`src/rtl/proc_io_fifo_if.sv`:
```
// Processor external-bus and consumer-stream signals seen by proc_io_fifo.
// slave is the peripheral's view; master is the processor/memory/consumer side.
interface proc_io_fifo_if;
    logic [15:0] ADDR;
    logic [15:0] DOUT;
    logic        W;
    logic [15:0] MEM_Q;
    logic        MEM_WE;
    logic [15:0] DIN;
    logic [15:0] out_data;
    logic        out_valid;
    logic        out_ready;

    modport slave (
        input  ADDR, DOUT, W, MEM_Q, out_ready,
        output MEM_WE, DIN, out_data, out_valid
    );

    modport master (
        output ADDR, DOUT, W, MEM_Q, out_ready,
        input  MEM_WE, DIN, out_data, out_valid
    );
endinterface

```
`src/rtl/proc_io_fifo.sv`:
```
// Memory-mapped output FIFO: stores to the window push words, a valid/ready
// consumer drains them, loads from the window return status through DIN.
module proc_io_fifo #(
    parameter int unsigned DEPTH = 8,
    parameter int unsigned AW    = 3,
    parameter logic [3:0]  BASE  = 4'h1
) (
    input  logic            Clock,
    input  logic            Reset,
    proc_io_fifo_if.slave   bus
);

    logic [15:0]   mem [DEPTH];
    logic [AW-1:0] wr_ptr;
    logic [AW-1:0] rd_ptr;
    logic [AW:0]   count;
    logic [7:0]    ovf;
    logic          sel_q;
    logic [15:0]   rdata_q;

    logic          hit;
    logic [1:0]    offset;
    logic          push_req;
    logic          flush_req;
    logic          ovf_clr;
    logic          pop;
    logic          full;
    logic          empty;
    logic          push_ok;
    logic          push_drop;
    logic [15:0]   reg_val;
    logic          unused_addr;

    assign unused_addr = ^bus.ADDR[11:2];

    always_comb begin
        hit       = (bus.ADDR[15:12] == BASE);
        offset    = bus.ADDR[1:0];
        full      = (count == (AW+1)'(DEPTH));
        empty     = (count == '0);
        push_req  = bus.W & hit & (offset == 2'd0);
        flush_req = bus.W & hit & (offset == 2'd2);
        ovf_clr   = bus.W & hit & (offset == 2'd3);
        pop       = ~empty & bus.out_ready;
        // A pop frees the slot the same edge, so a full FIFO still accepts.
        push_ok   = push_req & (~full | pop);
        push_drop = push_req & ~push_ok;
    end

    always_comb begin
        reg_val = '0;
        case (offset)
            2'd1:    reg_val[AW+3:0] = {count, |ovf, full, empty};
            2'd3:    reg_val[7:0]    = ovf;
            default: reg_val         = '0;
        endcase
    end

    always_ff @(posedge Clock) begin
        if (push_ok) begin
            mem[wr_ptr] <= bus.DOUT;
        end
    end

    always_ff @(posedge Clock or posedge Reset) begin
        if (Reset) begin
            count  <= '0;
            wr_ptr <= '0;
            rd_ptr <= '0;
        end else if (flush_req) begin
            count  <= '0;
            wr_ptr <= '0;
            rd_ptr <= '0;
        end else begin
            if (push_ok) begin
                wr_ptr <= wr_ptr + AW'(1);
            end
            if (pop) begin
                rd_ptr <= rd_ptr + AW'(1);
            end
            case ({push_ok, pop})
                2'b10:   count <= count + (AW+1)'(1);
                2'b01:   count <= count - (AW+1)'(1);
                default: count <= count;
            endcase
        end
    end

    always_ff @(posedge Clock or posedge Reset) begin
        if (Reset) begin
            ovf <= '0;
        end else if (ovf_clr) begin
            ovf <= '0;
        end else if (push_drop && ovf != 8'hFF) begin
            ovf <= ovf + 8'd1;
        end
    end

    // Registered read data lines up with the memory's one-cycle latency.
    always_ff @(posedge Clock or posedge Reset) begin
        if (Reset) begin
            sel_q   <= 1'b0;
            rdata_q <= '0;
        end else begin
            sel_q   <= hit;
            rdata_q <= reg_val;
        end
    end

    assign bus.MEM_WE    = bus.W & ~hit;
    assign bus.DIN       = sel_q ? rdata_q : bus.MEM_Q;
    assign bus.out_data  = mem[rd_ptr];
    assign bus.out_valid = ~empty;

endmodule

```
`src/flat_wrapper.sv`:
```
// flat-port wrapper written by rule: the top's interface ports become plain ports
module proc_io_fifo_flat 
#(
    parameter int unsigned DEPTH = 8,
    parameter int unsigned AW    = 3,
    parameter logic [3:0]  BASE  = 4'h1
)
  (Clock, Reset, bus_ADDR, bus_DOUT, bus_W, bus_MEM_Q, bus_out_ready, bus_MEM_WE, bus_DIN, bus_out_data, bus_out_valid);
  proc_io_fifo_if bus_i ();
  input  logic Clock;
  input  logic Reset;
  input wire logic [$bits(bus_i.ADDR)-1:0] bus_ADDR;
  input wire logic [$bits(bus_i.DOUT)-1:0] bus_DOUT;
  input wire logic [$bits(bus_i.W)-1:0] bus_W;
  input wire logic [$bits(bus_i.MEM_Q)-1:0] bus_MEM_Q;
  input wire logic [$bits(bus_i.out_ready)-1:0] bus_out_ready;
  output wire logic [$bits(bus_i.MEM_WE)-1:0] bus_MEM_WE;
  output wire logic [$bits(bus_i.DIN)-1:0] bus_DIN;
  output wire logic [$bits(bus_i.out_data)-1:0] bus_out_data;
  output wire logic [$bits(bus_i.out_valid)-1:0] bus_out_valid;
  assign bus_i.ADDR = bus_ADDR;
  assign bus_i.DOUT = bus_DOUT;
  assign bus_i.W = bus_W;
  assign bus_i.MEM_Q = bus_MEM_Q;
  assign bus_i.out_ready = bus_out_ready;
  assign bus_MEM_WE = bus_i.MEM_WE;
  assign bus_DIN = bus_i.DIN;
  assign bus_out_data = bus_i.out_data;
  assign bus_out_valid = bus_i.out_valid;
  proc_io_fifo #(.DEPTH(DEPTH), .AW(AW), .BASE(BASE)) u_core (.Clock(Clock), .Reset(Reset), .bus(bus_i));
endmodule
```
`config.mk`:
```
export PLATFORM = sky130hd
export DESIGN_NAME = proc_io_fifo_flat
export DESIGN_NICKNAME = d
export VERILOG_FILES = /design/src/rtl/proc_io_fifo_if.sv /design/src/rtl/proc_io_fifo.sv /design/src/flat_wrapper.sv
export SDC_FILE = /design/constraint.sdc
export NUM_CORES = 1
export LEC_CHECK = 0
export CAP_MARGIN = 30
export CORE_MARGIN = 8
export CORE_UTILIZATION = 36
export CTS_BUF_LIST = sky130_fd_sc_hd__clkbuf_2 sky130_fd_sc_hd__clkbuf_4 sky130_fd_sc_hd__clkbuf_8
export DETAILED_ROUTE_END_ITERATION = 12
export PLACE_DENSITY = 0.63
export SETUP_SLACK_MARGIN = 0.2
export SLEW_MARGIN = 15
export SYNTH_ARGS = -nofsm -noshare
export SYNTH_HDL_FRONTEND = slang
export SYNTH_SLANG_ARGS = --single-unit
```
`constraint.sdc`:
```
create_clock -name Clock -period 4.85 [get_ports Clock]
set_input_delay 0.7275 -clock Clock [delete_from_list [all_inputs] [get_ports Clock]]
set_output_delay 0.7275 -clock Clock [all_outputs]
set_load 0.02 [all_outputs]
```
### Word-level counts from Yosys, hierarchy flattened

Memories as Yosys holds them, arrays and structs flattened.
Cells that the tools add are included.
W data, S select, Z words.

| cells by class | value |
|---|---|
| multiplexer cells | 13 |
| reduce and logical (&&, ||, !) cells | 8 |
| add/subtract/negate cells | 5 |
| equality and inequality tests | 8 |
| bitwise operators | 13 |

Operators by type and width:

| kind | count |
|---|---|
| $mux W16 | 1 |
| $mux W8 | 2 |
| $pmux W7 S2 | 1 |
| $mux W3 | 4 |
| $add A8 B1 Y8 const B | 1 |
| $and A1 B1 Y1 | 8 |
| $ne A8 B8 Y1 const B | 1 |
| $pmux W4 S2 | 1 |
| $reduce_or A8 Y1 | 1 |
| $add A3 B1 Y3 const B | 2 |
| $eq A2 B2 Y1 const B | 3 |
| $reduce_bool A2 Y1 | 3 |
| $add A4 B1 Y4 const B | 1 |
| $eq A2 B1 Y1 const B | 2 |
| $eq A4 B1 Y1 const B | 1 |
| $eq A4 B4 Y1 const B | 1 |
| $logic_not A4 Y1 | 1 |
| $mux W4 | 1 |
| $not A1 Y1 | 4 |
| $sub A4 B1 Y4 const B | 1 |
| $mux W1 | 3 |
| $reduce_bool A3 Y1 | 1 |
| $logic_not A2 Y1 | 1 |
| $logic_and A1 B1 Y1 | 1 |
| $or A1 B1 Y1 | 1 |

| word-level totals | value |
|---|---|
| output and inout bits | 34 |
| bits of input ports | 52 |
| RAM bits | 128 |
| flip-flop bits (word level) | 27 |
| logic and storage cells | 54 |
| memories | 1 |

Memories:

| name | words | width | read ports | clocked after memory_dff | write ports | RTL line | text |
|---|---|---|---|---|---|---|---|
| u_core.mem | 8 | 16 | 1 | 0 | 1 | proc_io_fifo.sv:13 | `logic [15:0] mem [DEPTH];` |

### Longest topological paths before layout

Gate-level depths: netlist of the first run.

| logic depth | value |
|---|---|
| depth after elaboration | 10 |
| gate-level depth with buffers | 9 |
| depth with buffers taken out | 8 |

### Worst setup path before layout of the first run

No wires, ideal clock.

| path | value |
|---|---|
| path kind | input port to flip-flop |
| from | input port bus_ADDR[1] |
| to | memory u_core.mem[0][0] (enable) |
| setup slack | 1421 ps |
| data required time | 4441 ps |
| data arrival time | 3020 ps |
| setup time | 409 ps |
| cell stages on the path | 5 |
| buffers on the path | 1 |
| cell sequence | clkbuf_2 nor3b_1 nand2_1 or3_1 nor3_1 |

| between the ends | value |
|---|---|
| longest elaborated chain between the ends | 5 |

RTL lines:

| item | RTL line | text |
|---|---|---|
| start, declared | flat_wrapper.sv:12 | `input wire logic [$bits(bus_i.ADDR)-1:0] bus_ADDR;` |
| $logic_not A2 Y1 | proc_io_fifo.sv:41 | `push_req = bus.W & hit & (offset == 2'd0);` |
| $and A1 B1 Y1 | proc_io_fifo.sv:41 |  |
| $and A1 B1 Y1 | proc_io_fifo.sv:46 | `push_ok = push_req & (~full \| pop);` |
| $mux W1 | proc_io_fifo.sv:60 | `if (push_ok) begin` |
| $mux W1 (implied by the code) | proc_io_fifo.sv:61 | `mem[wr_ptr] <= bus.DOUT;` |
| end, declared | proc_io_fifo.sv:13 |  |

Every way passes these cells.

### Final worst setup path of the first run

| path | value |
|---|---|
| from | register u_core.rd_ptr[0] |
| to | output port bus_out_data[1] |

| between the ends | value |
|---|---|
| longest elaborated chain between the ends | 1 |

RTL lines:

| item | RTL line | text |
|---|---|---|
| start, declared | proc_io_fifo.sv:15 | `logic [AW-1:0] rd_ptr;` |
| start signal, assigned | proc_io_fifo.sv:79 | `rd_ptr <= rd_ptr + AW'(1);` |
| $mem_v2 Z8 W16 | -- |  |
| end, declared | flat_wrapper.sv:19 | `output wire logic [$bits(bus_i.out_data)-1:0] bus_out_data;` |

Every way passes these cells.

==> results of run 1 <==
power breakdown:
part	switching [mW]	internal, mW
Combinational	0.397	0.626
Clock	0.450	0.470
Sequential	0.212	1.48
Total	1.06	2.58
sequential cells by signal, indices dropped and copies added, names as in the netlist:
name,cells
u_core.count,4
u_core.mem,128
u_core.rd_ptr,3
u_core.ovf,8
u_core.wr_ptr,3
u_core.sel_q,1
u_core.rdata_q,8
final cells by class:
class,count,area [sq um],area share (%)
Sequential cell,155,4520,56.9
Clock buffer,20,256,3.22
Tap cell,229,287,3.60
Timing Repair Buffer,90,883,11.1
Multi-Input combinational cell,178,1870,23.5
Clock inverter,10,118,1.48
Inverter,6,22.5,0.283
stage by stage:
step           util, %  hold slack (ns)  area, sq um
6_report          44.7            0.527         7950
3_5_place_dp      42.6            0.516         7580
3_3_place_gp      42.5            0.510         7550
5_1_grt           44.7            0.548         7950
2_1_floorplan        -            0.474         6470
4_1_cts           44.7            0.531         7950
logic make-up (layout without fill, tap and decap cells):
kind of cell / after synthesis / in the layout / share of synthesized area [%]
DFF: 155 / 155 / 69.8
and+or+nand+nor: 81 / 81 / 7.33
muxes: 68 / 68 / 17.2
buffers and inverters: 23 / 126 / 1.53
AOI/OAI and AO/OA: 16 / 16 / 2.13
xor gates and xnor gates: 8 / 8 / 1.08
adders and majority gates: 5 / 5 / 0.966
path summary, 6_finish.rpt:
kind | slack [ns] | cells after the start | end
hold / removal | 0.53 | 1 | u_core.ovf[7]$_DFFE_PP0P_
min in group asynchronous | 0.67 | 2 | u_core.count[0]$_DFFE_PP0P_
hold reg to reg | 0.53 | 1 | u_core.ovf[7]$_DFFE_PP0P_
setup reg to reg | 2.48 | 8 | u_core.count[2]$_DFFE_PP0P_
max in group asynchronous | 3.70 | 3 | u_core.ovf[3]$_DFFE_PP0P_
setup / recovery | 1.08 | 4 | bus_out_data[1]
cell usage after synthesis, types with 3 or more instances:
| cell | number | area [sq um] |
|---|---|---|
| buf_2 | 3 | 15.0 |
| clkbuf_1 | 10 | 37.5 |
| dfrtp_1 | 27 | 676 |
| edfxtp_1 | 128 | 3840 |
| ha_1 | 5 | 62.6 |
| inv_1 | 6 | 22.5 |
| mux2_2 | 24 | 270 |
| mux2i_1 | 12 | 120 |
| mux4_2 | 32 | 721 |
| nand2_1 | 14 | 52.6 |
| nand3_1 | 4 | 20.0 |
| nor2_1 | 20 | 75.1 |
| nor2b_1 | 13 | 81.3 |
| nor3_1 | 4 | 20.0 |
| o21ai_0 | 5 | 25.0 |
| xnor2_1 | 5 | 43.8 |
| xor2_1 | 3 | 26.3 |
worst max-delay path, cell delays in order (launching register included):
cell,delay [ns]
dfrtp_2,0.94
buf_4,0.31
mux4_2,0.52
mux2_2,0.29
clkdlybuf4s50_1,0.54
per-layer routing:
layer | routed length, microns | vias to the layer above | part of all wire, % | global-route usage [%]
met4 | 111 | 0 | 0.87 | 4.30
met1 | 5440 | 1753 | 43 | 14.1
met2 | 6310 | 110 | 49 | 19.6
met5 | 0 | - | 0 | 0
met3 | 902 | 11 | 7.1 | 4.09
li1 | - | 1573 | - | -
==> impl_metrics.env, run 1 <==
export IMPL_worstPathArrival_ns=3.05
export IMPL_mostFrequentLayoutCell="edfxtp_1"
export IMPL_cp_required_ns=4.12
export IMPL_ys_types=48
export IMPL_cts_tree="done"
export IMPL_stdcell_count=688
export IMPL_wl_per_cell_microns=18.5
export IMPL_fmax_mhz=265
export IMPL_core_rowCount=49
export IMPL_yosys_warnings=0
export IMPL_cts_setup_buffers=0
export IMPL_timing_rr_start="u_core.count[2]$_DFFE_PP0P_"
export IMPL_ys_ff_latch=155
export IMPL_drv_slew=0
export IMPL_max_cap_viol_count=0
export IMPL_cts_buffers=17
export IMPL_antenna_found_initial=0
export IMPL_p_leak_nw=2.75
export IMPL_drc=0
export IMPL_root_buffer="clkbuf_8"
export IMPL_postRouteAntennaNets=0
export IMPL_vias=3447
export IMPL_period_share_pct=77.8
export IMPL_track_usage_pct=11.8
export IMPL_place_ws_ns=1.27
export IMPL_synth_main_ff_cell="edfxtp_1"
export IMPL_cts_resized=0
export IMPL_layout_common_cells="128 x edfxtp_1, 75 x clkdlybuf4s50_1, 32 x mux4_2, 25 x dfrtp_1, 24 x mux2_2"
export IMPL_syn_area_per_cell_sq_um=18.2
export IMPL_holdCritStartpoint="u_core.ovf[7]$_DFFE_PP0P_"
export IMPL_grt_max_degree=35
export IMPL_firstDrtPassIters=4
export IMPL_coreArea_sq_um=17800
export IMPL_startpoint_type="flip-flop"
export IMPL_io_buffer_count=75
export IMPL_antenna_cells=0
export IMPL_routed_wirelength_microns=12800
export IMPL_boundaryPins=86
export IMPL_die_w_microns=150
export IMPL_syn_nets=413
export IMPL_synth_async_reset_ratio_pct=17.4
export IMPL_cts_sinks=155
export IMPL_nFillCells=1568
export IMPL_max_vdd_ir_drop_v=0.000245
export IMPL_grt_setup_unrepaired="false"
export IMPL_overflow=0
export IMPL_dp_cells=658
export IMPL_place_congestion=0.748
export IMPL_finalNetCount=505
export IMPL_clock_path_buffers=2
export IMPL_drive_above_1_share_pct=25.1
export IMPL_final_setup_worst_slack_ns=1.08
export IMPL_tightest_slew_ns=0.954
export IMPL_hold_viol_final=0
export IMPL_hold_path_class="reg -> reg"
export IMPL_ys_seq_area_share_pct=69.8
export IMPL_grt_pass1_wl_microns=20000
export IMPL_drt_iter0_markers=259
export IMPL_holdBufCountCts=0
export IMPL_period_minus_slack_ns=3.77
export IMPL_vias_per_cell=5.01
export IMPL_cts_clk_slew_worst_paths_ns=0.08
export IMPL_die_area_sq_um=22500
export IMPL_syn_cell_area_sq_um=6470
export IMPL_critPathKind="reg -> out"
export IMPL_slew_headroom_pct=36.4
export IMPL_cp_max_fo=25
export IMPL_synthesis_instances=356
export IMPL_grt_pass1_vias=3727
export IMPL_synth_edf_count=128
export IMPL_status="finished clean"
export IMPL_final_setup_viol_count=0
export IMPL_start_util_pct=36.4
export IMPL_total_power_mw=3.64
export IMPL_die_h_microns=150
export IMPL_crit_path_end_kind="output pin"
export IMPL_area_growth_syn_to_layout_pct=22.9
export IMPL_powerDensity_nw_per_um2=457
export IMPL_clock_skew_ns=0.0113
export IMPL_crit_start="u_core.rd_ptr[0]$_DFFE_PP0P_"
export IMPL_dpl_hpwl_microns=8320
export IMPL_ctsHtreeMaxLevel=4
export IMPL_clock_latency_ns=0.44
export IMPL_fin_setup_tns_ns=0
(Power assumes the default switching activity.)
==> run 2, diff against run 1 <==
PLACE_DENSITY = 0.65   (was 0.63)
clock period = 3.12 ns   (was 4.85 ns; I/O delays follow)
==> impl_metrics.env, run 2 (same netlist as run 1, synthesis figures left out) <==
export IMPL_status="finished clean"
export IMPL_final_setup_viol_count=0
export IMPL_routed_wirelength_microns=13200
export IMPL_coreArea_sq_um=17800
export IMPL_cts_buffers=17
export IMPL_antenna_found_initial=0
export IMPL_combinationalPowerShare_pct=31.8
export IMPL_period_minus_slack_ns=2.79
export IMPL_wl_per_cell_microns=18.7
export IMPL_place_congestion=0.766
export IMPL_max_cap_viol_count=0
export IMPL_grt_pass1_wl_microns=20700
export IMPL_cts_clk_slew_worst_paths_ns=0.09
export IMPL_dpl_cell_area_sq_um=7680
export IMPL_clock_latency_ns=0.45
export IMPL_layout_common_cells="128 x edfxtp_1, 59 x clkdlybuf4s50_1, 32 x mux4_2, 26 x buf_4, 26 x dfrtp_1"
export IMPL_cts_sinks=155
export IMPL_startpoint_type="flip-flop"
export IMPL_drv_slew=0
export IMPL_cp_required_ns=2.65
export IMPL_io_buffer_count=75
export IMPL_largest_registers="u_core.mem: 128 flops, u_core.ovf: 8 flops, u_core.rdata_q: 8 flops"
export IMPL_slew_headroom_pct=63.7
export IMPL_cp_slowest_cell="clkdlybuf4s50_1"
export IMPL_rrSetupSlack_ns=0.73
export IMPL_largest_reg_flops=128
export IMPL_fin_setup_tns_ns=0
export IMPL_nFillCells=1536
export IMPL_switchingPower_mw=1.70
export IMPL_period_share_pct=89.5
export IMPL_root_buffer="clkbuf_8"
export IMPL_hold_viol_final=0
export IMPL_grt_pass1_vias=3776
export IMPL_hold_path_class="in -> async"
export IMPL_cp_slowest_stage_delay_ns=0.55
export IMPL_vias_per_cell=4.90
export IMPL_start_util_pct=36.4
export IMPL_die_h_microns=150
export IMPL_clkPwrFrac_pct=27.4
export IMPL_regMostFlops="u_core.mem"
export IMPL_crit_path_end_kind="output pin"
export IMPL_max_vdd_ir_drop_v=0.000378
export IMPL_antenna_cells=0
export IMPL_overflow=0
export IMPL_seq_power_share_pct=40.8
export IMPL_grt_max_degree=35
export IMPL_drc=0
export IMPL_die_w_microns=150
export IMPL_final_setup_worst_slack_ns=0.326
export IMPL_firstDrtPassIters=5
export IMPL_total_power_mw=5.89
export IMPL_rr_worst_depth=8
export IMPL_die_area_sq_um=22500
export IMPL_powerDensity_nw_per_um2=720
export IMPL_holdBufCountCts=0
export IMPL_final_cell_area_sq_um=8180
export IMPL_drt_iter0_markers=222
export IMPL_tightest_slew_ns=0.545
export IMPL_clock_path_buffers=2
export IMPL_switching_share_pct=28.9
export IMPL_cp_cell_sequence="or3_2 > or2_2 > clkdlybuf4s50_1"
export IMPL_critPathKind="reg -> out"
export IMPL_cp_max_fo=8
export IMPL_timing_rr_start="u_core.count[2]$_DFFE_PP0P_"
export IMPL_drive_above_1_share_pct=26.9
export IMPL_worstPathArrival_ns=2.33
export IMPL_ctsHtreeMaxLevel=4
export IMPL_mostFrequentLayoutCell="edfxtp_1"
export IMPL_clock_skew_ns=0.00931
export IMPL_fmax_mhz=358
export IMPL_area_growth_syn_to_layout_pct=26.3
export IMPL_place_ws_ns=0.168
export IMPL_grt_setup_unrepaired="false"
export IMPL_dpl_hpwl_microns=8710
export IMPL_p_leak_nw=3.00
export IMPL_core_rowCount=49
export IMPL_boundaryPins=86
export IMPL_vias=3447
export IMPL_postRouteAntennaNets=0
export IMPL_r2r_end="u_core.count[2]$_DFFE_PP0P_"
export IMPL_holdWs_ns=0.346
export IMPL_track_usage_pct=12.3
export IMPL_finalNetCount=519
export IMPL_internal_power_mw=4.18
export IMPL_cts_tree="done"
-- run 2: changes by cell type in the layout (fill, tap and decap cells not counted), sizes merged --
cell	before	now
buf	15	28
bufinv	2	4
clkbuf	20	18
clkdlybuf4s50	75	59
clkinv	3	6
clkinvlp	2	1
dlymetal6s2s	0	16
inv	9	10
-- run 2: how the worst max path moves through the flow --
stage / from / to / slack [ns]
4_1_cts: u_core.rd_ptr[0]$_DFFE_PP0P_ / bus_out_data[6] / 0.08
3_3_place_gp: bus_W / u_core.mem[6][11]$_DFFE_PP_ / 0.21
2_1_floorplan: bus_ADDR[1] / u_core.mem[6][0]$_DFFE_PP_ / 0.38
3_5_place_dp: bus_W / u_core.mem[4][0]$_DFFE_PP_ / 0.17
5_1_grt: u_core.count[2]$_DFFE_PP0P_ / bus_out_valid / 0.24
6_report: u_core.count[2]$_DFFE_PP0P_ / bus_out_valid / 0.33
-- run 2: worst max-delay path: cells and delay by family, from the launching register on --
kind | cells | cell delay, ns
simple gates | 2 | 0.85
flops | 1 | 0.49
buf+inv | 1 | 0.55
-- run 2: layer usage --
layer | GRT usage, % | part of all wire, %
met1 | 14.5 | 44
met2 | 21.2 | 52
met3 | 3.13 | 3.2
met4 | 5.00 | 1.5
met5 | 0 | 0
-- run 2: area by class of cell --
type | instances | area, sq um | area share [%]
Tap cell | 229 | 287 | 3.50
Clock buffer | 17 | 234 | 2.86
Timing Repair Buffer | 104 | 1050 | 12.9
Multi-Input combinational cell | 178 | 1870 | 22.8
Sequential cell | 155 | 4520 | 55.3
Inverter | 6 | 22.5 | 0.275
Clock inverter | 15 | 195 | 2.39
-- run 2: metrics by stage --
step | utilization (%) | std cells
2_1_floorplan | - | 356
3_3_place_gp | 43.2 | 671
3_5_place_dp | 43.2 | 671
4_1_cts | 45.6 | 703
5_1_grt | 46.0 | 704
6_report | 46.0 | 704
-- run 2: repair_timing --
action	in CTS	in global routing
resized for setup	0	16
pin swaps	0	0
endpoints found under the setup margin	16	16
buffers inserted	0	0
cloned	0	1
-- run 2: power by group through the flow --
stage | combinational, mW | sequential [mW] | clock (mW)
final | 1.87 | 2.40 | 1.61
after global routing | 2.02 | 2.42 | 1.73
after CTS | 1.92 | 2.40 | 1.65
after detailed placement | 1.91 | 2.44 | 0
after global placement | 1.89 | 2.44 | 0
after floorplan | 1.26 | 2.40 | 0
==> run 3, diff against run 2 <==
CORE_UTILIZATION = 45   (was 36)
DONT_BUFFER_PORTS = 1   (was not set)
PLACE_DENSITY = 0.69   (was 0.65)
==> impl_metrics.env, run 3 (same netlist as run 1, synthesis figures left out) <==
export IMPL_status="finished clean"
export IMPL_postRouteAntennaNets=0
export IMPL_root_buffer="clkbuf_8"
export IMPL_total_power_mw=5.42
export IMPL_start_util_pct=45.2
export IMPL_period_minus_slack_ns=2.69
export IMPL_regMostFlops="u_core.mem"
export IMPL_overflow=0
export IMPL_cts_clk_slew_worst_paths_ns=0.09
export IMPL_grt_max_degree=23
export IMPL_startpoint_type="flip-flop"
export IMPL_crit_start="u_core.rd_ptr[0]$_DFFE_PP0P_"
export IMPL_drive_above_1_share_pct=31.6
export IMPL_area_growth_syn_to_layout_pct=12.1
export IMPL_grt_pass1_vias=3359
export IMPL_crit_end="bus_out_data[2]"
export IMPL_place_congestion=0.749
export IMPL_clock_latency_ns=0.45
export IMPL_core_rowCount=44
export IMPL_grt_pass1_wl_microns=18700
export IMPL_cts_tree="done"
export IMPL_io_buffer_count=0
export IMPL_worstPathArrival_ns=2.22
export IMPL_grt_setup_unrepaired="false"
export IMPL_timing_rr_start="u_core.count[0]$_DFFE_PP0P_"
export IMPL_cp_max_fo=20
export IMPL_hold_path_class="in -> reg"
export IMPL_die_area_sq_um=18500
export IMPL_cts_sinks=155
export IMPL_dpl_hpwl_microns=7790
export IMPL_rrSetupSlack_ns=0.77
export IMPL_layout_common_cells="128 x edfxtp_1, 32 x mux4_2, 26 x dfrtp_1, 24 x mux2_2, 20 x nor2_1"
export IMPL_tightest_slew_ns=0.724
export IMPL_cp_slowest_cell="dfrtp_4"
export IMPL_die_h_microns=136
export IMPL_final_setup_worst_slack_ns=0.429
export IMPL_mostFrequentLayoutCell="edfxtp_1"
export IMPL_firstDrtPassIters=4
export IMPL_max_vdd_ir_drop_v=0.000319
export IMPL_coreArea_sq_um=14300
export IMPL_largest_reg_flops=128
export IMPL_fmax_mhz=372
export IMPL_fin_setup_tns_ns=0
export IMPL_drt_iter0_markers=225
export IMPL_ctsHtreeMaxLevel=4
export IMPL_hold_viol_final=0
export IMPL_r2r_end="u_core.count[2]$_DFFE_PP0P_"
export IMPL_wl_per_cell_microns=20.6
export IMPL_drv_slew=0
export IMPL_crit_path_end_kind="output pin"
export IMPL_final_setup_viol_count=0
export IMPL_drc=0
export IMPL_period_share_pct=86.3
export IMPL_largest_registers="u_core.mem: 128 flops, u_core.ovf: 8 flops, u_core.rdata_q: 8 flops"
export IMPL_clock_path_buffers=2
export IMPL_cts_setup_buffers=0
export IMPL_powerDensity_nw_per_um2=746
export IMPL_clock_skew_ns=0.00914
export IMPL_die_w_microns=136
export IMPL_vias_per_cell=5.46
export IMPL_antenna_found_initial=0
export IMPL_max_cap_viol_count=0
export IMPL_cts_buffers=17
export IMPL_rr_worst_depth=8
export IMPL_antenna_cells=0
export IMPL_place_ws_ns=0.686
export IMPL_cp_required_ns=2.65
export IMPL_holdWs_ns=0.108
export IMPL_routed_wirelength_microns=11900
export IMPL_boundaryPins=86
export IMPL_finalNetCount=437
export IMPL_vias=3152
export IMPL_p_leak_nw=2.53
export IMPL_critPathKind="reg -> out"
export IMPL_track_usage_pct=13.7
export IMPL_cp_slowest_stage_delay_ns=0.63
export IMPL_cp_cell_sequence="buf_12 > mux4_2 > mux2_2"
export IMPL_slew_headroom_pct=51.5
==> run 3: metrics by stage <==
stage	cell area (sq um)	instances	utilization [%]
4_1_cts	7250	577	50.7
3_5_place_dp	6830	544	47.7
5_1_grt	7260	577	50.7
3_3_place_gp	6810	543	47.6
2_1_floorplan	6480	356	-
6_report	7260	577	50.7
==> run 3: worst min path at each step <==
stage / startpoint / endpoint / slack, ns / depth (start not counted)
2_1_floorplan: u_core.ovf[7]$_DFFE_PP0P_ / u_core.ovf[7]$_DFFE_PP0P_ / 0.47 / 1
3_3_place_gp: u_core.ovf[7]$_DFFE_PP0P_ / u_core.ovf[7]$_DFFE_PP0P_ / 0.51 / 1
3_5_place_dp: Reset / u_core.ovf[2]$_DFFE_PP0P_ / 0.43 / 1
4_1_cts: bus_DOUT[14] / u_core.mem[2][14]$_DFFE_PP_ / 0.07 / 0
5_1_grt: bus_DOUT[10] / u_core.mem[1][10]$_DFFE_PP_ / 0.06 / 0
6_report: bus_DOUT[14] / u_core.mem[2][14]$_DFFE_PP_ / 0.11 / 0
==> run 3: area by class of cell <==
| class | instances | area, sq um |
|---|---|---|
| Fill cell | 1162 | 7060 |
| Tap cell | 184 | 230 |
| Timing Repair Buffer | 22 | 200 |
| Multi-Input combinational cell | 178 | 1870 |
| Clock buffer | 17 | 234 |
| Sequential cell | 155 | 4520 |
| Inverter | 6 | 22.5 |
| Clock inverter | 15 | 180 |
==> run 3: critical path: cells and delay by family, from the launching register on <==
| family | cells | cell delay, ns |
|---|---|---|
| buffers and inverters | 1 | 0.25 |
| DFF | 1 | 0.63 |
| muxes | 2 | 0.87 |
==> run 3: report_power, final <==
group          leakage [nW]  switching, mW  internal, mW
Sequential             1.50          0.193          2.31
Clock                 0.210          0.802         0.742
Combinational         0.812          0.682         0.690
==> run 3: timing repair <==
item / 4_1_cts / 5_1_grt
endpoints found under the hold margin: 13 / 0
resized for setup: 0 / 1
hold buffers: 1 / 0
setup endpoints to repair: 0 / 7
==> run 3: per-layer routing <==
metal  global-route usage, %  vias to the layer above  wire length (microns)
met1                    16.7                     1636                   5070
met4                    5.67                        0                    212
li1                        -                     1438                      -
met2                    22.0                       63                   5960
met5                       0                        -                      0
met3                    4.58                       15                    638
